File: config.mk
export PLATFORM = sky130hd
export DESIGN_NAME = vga_sync_rx
export DESIGN_NICKNAME = d
export VERILOG_FILES = /design/src/rtl/vga_sync_rx.sv
export SDC_FILE = /design/constraint.sdc
export NUM_CORES = 1
export LEC_CHECK = 0
export ABC_AREA = 1
export CAP_MARGIN = 20
export CORE_MARGIN = 2
export CORE_UTILIZATION = 40
export DETAILED_ROUTE_END_ITERATION = 12
export DONT_BUFFER_PORTS = 1
export GPL_ROUTABILITY_DRIVEN = 0
export SLEW_MARGIN = 5
export SYNTH_ARGS = -nofsm -noshare
export SYNTH_HDL_FRONTEND = slang
export SYNTH_SLANG_ARGS = --single-unit
File: constraint.sdc
create_clock -name pclk -period 4.8 [get_ports pclk]
set_clock_uncertainty 0.2 [all_clocks]
set_input_delay 0.72 -clock pclk [delete_from_list [all_inputs] [get_ports pclk]]
set_output_delay 0.72 -clock pclk [all_outputs]
set_load 0.03 [all_outputs]
File: src/rtl/vga_sync_rx.sv
// VGA sync receiver: recovers line/frame timing from hsync/vsync, locks after two
// clean frame boundaries and emits aligned pixel coordinates and data.
// Optional macro VGA_SYNC_RX_STATS_EN enables the saturating sync error counter (err_cnt).
module vga_sync_rx #(
    parameter int unsigned H_TOTAL     = 800,
    parameter int unsigned H_ACT_START = 145,
    parameter int unsigned H_ACT       = 640,
    parameter int unsigned V_TOTAL     = 525,
    parameter int unsigned V_ACT_START = 36,
    parameter int unsigned V_ACT       = 480
) (
    input  logic        pclk,
    input  logic        reset,
    input  logic        hsync_in,
    input  logic        vsync_in,
    input  logic [23:0] rgb_in,
    output logic        pix_valid,
    output logic [9:0]  pix_x,
    output logic [9:0]  pix_y,
    output logic [23:0] pix_data,
    output logic        frame_start,
    output logic        locked,
    output logic        sync_err,
    output logic [7:0]  err_cnt
);

    localparam logic [9:0]  LP_H_TOTAL   = 10'(H_TOTAL);
    localparam logic [9:0]  LP_V_TOTAL   = 10'(V_TOTAL);
    localparam logic [9:0]  LP_H_START   = 10'(H_ACT_START);
    localparam logic [9:0]  LP_V_START   = 10'(V_ACT_START);
    localparam logic [10:0] LP_H_END     = 11'(H_ACT_START + H_ACT);
    localparam logic [10:0] LP_V_END     = 11'(V_ACT_START + V_ACT);
    localparam logic [9:0]  LP_CNT_MAX   = 10'h3FF;

    typedef enum logic [1:0] {StUnlock, StCheck, StLocked} lock_state_t;

    lock_state_t r_state, w_state_nxt;

    logic        r_hs1, r_hs2, r_vs1, r_vs2;
    logic [23:0] r_rgb1;
    logic [9:0]  r_hcnt, r_vcnt;
    logic        r_vpend, r_harm, r_varm, r_err_seen;
    logic        r_pix_valid, r_frame_start, r_sync_err;
    logic [9:0]  r_pix_x, r_pix_y;
    logic [23:0] r_pix_data;

    logic        w_hfall, w_vfall, w_bound;
    logic [9:0]  w_hcnt, w_vcnt;
    logic        w_sat_err, w_len_err, w_line_err, w_frame_err, w_any_err, w_clean;
    logic        w_active, w_valid;
    logic [9:0]  w_pix_x, w_pix_y;

    assign w_hfall = r_hs2 & ~r_hs1;
    assign w_vfall = r_vs2 & ~r_vs1;

    // Stage S1: input capture plus previous sync levels for edge detection
    always_ff @(posedge pclk or posedge reset) begin
        if (reset) begin
            r_hs1  <= 1'b1;
            r_hs2  <= 1'b1;
            r_vs1  <= 1'b1;
            r_vs2  <= 1'b1;
            r_rgb1 <= '0;
        end else begin
            r_hs1  <= hsync_in;
            r_hs2  <= r_hs1;
            r_vs1  <= vsync_in;
            r_vs2  <= r_vs1;
            r_rgb1 <= rgb_in;
        end
    end

    // Counter values for the pixel currently in S1, and error detection
    always_comb begin
        w_hcnt      = r_hcnt;
        w_vcnt      = r_vcnt;
        w_bound     = 1'b0;
        w_sat_err   = 1'b0;
        w_len_err   = 1'b0;
        w_frame_err = 1'b0;
        if (w_hfall) begin
            w_hcnt  = 10'd1;
            w_bound = r_vpend | w_vfall;
            // A saturated count was already reported when it hit the ceiling
            w_len_err = ~r_harm & (r_hcnt != LP_H_TOTAL) & (r_hcnt != LP_CNT_MAX);
            if (w_bound) begin
                w_vcnt      = 10'd1;
                w_frame_err = ~r_varm & (r_vcnt != LP_V_TOTAL);
            end else if (r_vcnt != LP_CNT_MAX) begin
                w_vcnt = r_vcnt + 10'd1;
            end
        end else if (r_hcnt != LP_CNT_MAX) begin
            w_hcnt    = r_hcnt + 10'd1;
            w_sat_err = (r_hcnt == LP_CNT_MAX - 10'd1);
        end
        w_line_err = w_len_err | w_sat_err;
        w_any_err  = w_line_err | w_frame_err;
        w_clean    = w_bound & ~w_any_err & ~r_err_seen & (r_vcnt == LP_V_TOTAL);
    end

    // Line/frame counters, vsync pending flag, first-event exemptions, error history
    always_ff @(posedge pclk or posedge reset) begin
        if (reset) begin
            r_hcnt     <= '0;
            r_vcnt     <= '0;
            r_vpend    <= 1'b0;
            r_harm     <= 1'b1;
            r_varm     <= 1'b1;
            r_err_seen <= 1'b0;
        end else begin
            r_hcnt <= w_hcnt;
            r_vcnt <= w_vcnt;
            if (w_hfall) begin
                r_vpend <= 1'b0;
                r_harm  <= 1'b0;
            end else if (w_vfall) begin
                r_vpend <= 1'b1;
            end
            if (w_bound) begin
                r_varm     <= 1'b0;
                r_err_seen <= 1'b0;
            end else if (w_any_err) begin
                r_err_seen <= 1'b1;
            end
        end
    end

    // Lock FSM state register
    always_ff @(posedge pclk or posedge reset) begin
        if (reset) begin
            r_state <= StUnlock;
        end else begin
            r_state <= w_state_nxt;
        end
    end

    // Lock FSM next state: two consecutive clean boundaries are needed to lock
    always_comb begin
        w_state_nxt = r_state;
        unique case (r_state)
            StUnlock: if (w_clean) w_state_nxt = StCheck;
            StCheck: begin
                if (w_any_err)    w_state_nxt = StUnlock;
                else if (w_clean) w_state_nxt = StLocked;
            end
            StLocked: if (w_any_err) w_state_nxt = StUnlock;
            default:  w_state_nxt = StUnlock;
        endcase
    end

    // Active-window decode; uses next lock state so pix_valid drops with locked
    always_comb begin
        w_active = ({1'b0, w_hcnt} >= {1'b0, LP_H_START}) && ({1'b0, w_hcnt} < LP_H_END) &&
                   ({1'b0, w_vcnt} >= {1'b0, LP_V_START}) && ({1'b0, w_vcnt} < LP_V_END);
        w_valid  = w_active && (w_state_nxt == StLocked);
        w_pix_x  = '0;
        w_pix_y  = '0;
        if (w_valid) begin
            w_pix_x = w_hcnt - LP_H_START;
            w_pix_y = w_vcnt - LP_V_START;
        end
    end

    // Stage S2: registered pixel outputs and error pulse
    always_ff @(posedge pclk or posedge reset) begin
        if (reset) begin
            r_pix_valid   <= 1'b0;
            r_pix_x       <= '0;
            r_pix_y       <= '0;
            r_pix_data    <= '0;
            r_frame_start <= 1'b0;
            r_sync_err    <= 1'b0;
        end else begin
            r_pix_valid   <= w_valid;
            r_pix_x       <= w_pix_x;
            r_pix_y       <= w_pix_y;
            r_pix_data    <= r_rgb1;
            r_frame_start <= w_valid && (w_pix_x == '0) && (w_pix_y == '0);
            r_sync_err    <= w_any_err;
        end
    end

`ifdef VGA_SYNC_RX_STATS_EN
    logic [7:0] r_err_cnt;

    // Saturating count of sync_err pulses, updated alongside the pulse itself
    always_ff @(posedge pclk or posedge reset) begin
        if (reset) begin
            r_err_cnt <= '0;
        end else if (w_any_err && (r_err_cnt != 8'hFF)) begin
            r_err_cnt <= r_err_cnt + 8'd1;
        end
    end

    assign err_cnt = r_err_cnt;
`else
    assign err_cnt = 8'h00;
`endif

    assign pix_valid   = r_pix_valid;
    assign pix_x       = r_pix_x;
    assign pix_y       = r_pix_y;
    assign pix_data    = r_pix_data;
    assign frame_start = r_frame_start;
    assign locked      = (r_state == StLocked);
    assign sync_err    = r_sync_err;

endmodule
==> results.yml <==
placed_design:
  pre_cts_ws_ns: 1.40
  hpwl_um: 6400
  dp.cells: 622
  io_buffers: 0
yosys:
  syn_area_per_cell_um2: 9.05
  yosysSeqAreaShare_pct: 57.5
  syn_area_um2: 4410
  ys_warn_count: 0
  synthCells: 487
  ys_ff_latch: 101
  ys_types: 33
cts:
  htree_levels: 3
  post_cts_buffers: 0
  hold_buffers: 0
  post_cts_resized: 0
  clk_pin_slew_ns: 0.11
  cts.sinks: 101
  clkLatencyLatePin_ns: 0.38
  cts_buffers: 9
  cts-root-buf: "clkbuf_8"
  cts_buffer_depth: 2
  cts_tree: "yes"
detailed_routing:
  viasPerCell: 4.80
  vias: 3065
  wl_per_cell_um: 13.8
  totalWireLength_um: 8800
  ant_nets: 0
  first_iter_violations: 108
  route.detailed.drc: 0
  first_pass_iters: 4
floorplanning:
  die_width_um: 109
  io_pins: 84
  coreArea_um2: 10800
  start_util_pct: 40.9
  row_count: 38
  dieHeight_um: 109
  dieArea_um2: 11900
hold_path:
  hold_depth: 0
  hp-start: "vsync_in"
  worstHoldPathType: "in2reg"
  min_to: "r_vs1$_DFF_PP1_"
global_routing:
  antenna_found_initial: 0
  grt_pass1_wl_um: 14600
  grt_max_degree: 64
  grt_pass1_vias: 3059
  grt_usage_pct: 16.0
  grt-ovfl-total: 0
sta:
  timing.fmax_mhz: 293
  finalMaxSlewViolations: 0
  tightestPinTransition_ns: 0.775
  slew_headroom_pct: 48.3
  setup_viol: 0
  setup_slack_ns: 1.39
  finalCriticalPeriod_ns: 3.41
  fin_crit_sh_pct: 71.1
  hold_viol_final: 0
  holdWs_ns: 0.122
  rsz0062_at_grt: "false"
  timing.setup.tns_ns: 0
power_and_ir_drop:
  p_sw_share_pct: 31.7
  finalPower_mw: 1.82
  p_clk_share_pct: 32.1
  p_int_mw: 1.24
  pwr-share-seq_pct: 53.0
  powerDensity_nw_per_um2: 383
  vdd_ir_drop_max_mv: 0.226
  power_leakage_nw: 2.53
  power.switching_mw: 0.577
  combPwrFrac_pct: 14.9
final_layout:
  fin_nets: 530
  antenna_cells: 0
  fin_cells: 638
  areaGrowthSynthToFinish_pct: 7.72
  drive_gt1_share_pct: 10.6
critical_path:
  worstSetupStartpoint: "r_vcnt[0]$_DFF_PP0_"
  arrival_ns: 3.48
  regToRegSetupSlack_ns: 1.39
  cp-start-kind: "flop"
  rr_worst_depth: 19
  reg2reg_from: "r_vcnt[0]$_DFF_PP0_"
  endpoint_kind: "flop"
  crit_fanout: 17
  r2r_end: "frame_start$_DFF_PP0_"
  cp.required_ns: 4.87
  crit_type: "reg2reg"
outcome:
  status: "finished, final reports clean"
job:
  drv_cap: 0
-- worst max path at each step --
| stage | to | slack [ns] | cells past startpoint |
|---|---|---|---|
| after floorplan | frame_start$_DFF_PP0_ | 1.24 | 1 |
| after global placement | frame_start$_DFF_PP0_ | 1.50 | 19 |
| after detailed placement | frame_start$_DFF_PP0_ | 1.40 | 19 |
| after CTS | frame_start$_DFF_PP0_ | 1.36 | 19 |
| after global routing | frame_start$_DFF_PP0_ | 0.96 | 19 |
| final | frame_start$_DFF_PP0_ | 1.39 | 19 |
-- worst max-delay path: stages (launching register included) --
cell and delay (ns):
dfrtp_1 0.42, ha_1 0.23, inv_1 0.05, nor2_1 0.18, nand3_1 0.36, nand4_1 0.19
nand3_1 0.21, ha_1 0.27, inv_1 0.08, nand2_1 0.06, nand2_1 0.08, nand2_1 0.12
nand2_1 0.15, nor2_2 0.07, nor2_4 0.17, nand2_4 0.19, nor2_1 0.14, nor2_1 0.06
nand2_1 0.06, nor2_1 0.04
-- cells in the mapped netlist --
library cell	instances	area (µm²)
nand3b_1	2	15.0
xor2_1	4	35.0
nor2_4	5	56.3
nor2_1	45	169
nand2_2	5	31.3
and3_1	1	6.26
clkbuf_1	2	7.51
nand2_1	118	443
o211ai_1	2	15.0
dfstp_2	6	158
nor3_1	2	10.0
a31oi_1	1	6.26
buf_6	2	22.5
nand4_1	12	75.1
a21oi_4	1	16.3
o21ai_0	9	45.0
xnor2_1	3	26.3
or2_2	1	6.26
nand3_2	3	30.0
conb_1	1	3.75
ha_1	9	113
nor2_2	13	81.3
and2_1	1	6.26
nand2_4	1	11.3
o21bai_1	1	7.51
nand3_1	42	210
a21oi_1	9	45.0
inv_1	80	300
nor4_1	1	6.26
dfrtp_1	95	2380
o41ai_1	1	8.76
buf_4	8	60.1
buf_2	1	5.00
-- final cells by class --
cell class	count	area, µm²
clock buffers	9	124
clock inverters	7	100
fillers	1039	6040
inverters	80	303
repair buffers	1	7.51
flip-flops and latches	101	2530
well taps	140	175
multi-input cells	300	1510
-- logic make-up (layout without fill, tap and decap cells) --
group                    count (synthesis)  after routing  share of synthesized area [%]
AO/OA/AOI/OAI                           24             24                           3.26
XOR/XNOR                                 7              7                           1.39
other                                    1              8                         0.0850
adder cells (fa/ha/maj)                  9              9                           2.55
AND/OR/NAND/NOR                        252            252                           26.2
buffers and inverters                   93             97                           8.97
flip-flops                             101            101                           57.5
-- through the flow --
step | cell area (µm²) | util [%]
after floorplan | 4440 | -
after global placement | 4530 | 41.9
after detailed placement | 4530 | 41.9
after CTS | 4750 | 44.0
after global routing | 4750 | 44.0
final | 4750 | 44.0
-- cells in the final DEF (no fill, tap or decap), drive strengths merged --
master	count
dfrtp	95
a31oi	1
nor2	63
conb	8
ha	9
nand2	124
o41ai	1
clkinv	2
inv	84
nor3	2
o21ai	9
o21bai	1
and3	1
nand4	12
xor2	4
clkbuf	9
or2	1
dfstp	6
and2	1
a21oi	10
bufinv	1
o211ai	2
nand3	45
xnor2	3
nand3b	2
buf	1
nor4	1
-- routing by layer --
metal	wire, µm	vias to the layer above	GRT usage, %	share of wire, %
met2	4280	78	26.2	49
li1	-	1497	-	-
met1	3890	1466	19.5	44
met5	0	-	0	0
met3	371	24	4.00	4.2
met4	264	0	7.97	3.0
-- sequential cells by signal, indices dropped and copies added (netlist names), 2 cells and up --
signal	cells
pix_x	10
r_vcnt	10
r_hcnt	10
r_state	2
r_rgb1	24
pix_y	10
pix_data	24
-- power groups by stage --
stage | clock network, mW | logic [mW] | registers, mW
after detailed placement | 0 | 0.270 | 0.980
after CTS | 0.610 | 0.273 | 0.963
final | 0.584 | 0.271 | 0.965
after floorplan | 0 | 0.221 | 0.968
after global routing | 0.647 | 0.318 | 0.971
after global placement | 0 | 0.267 | 0.977
(Power assumes the default switching activity.)
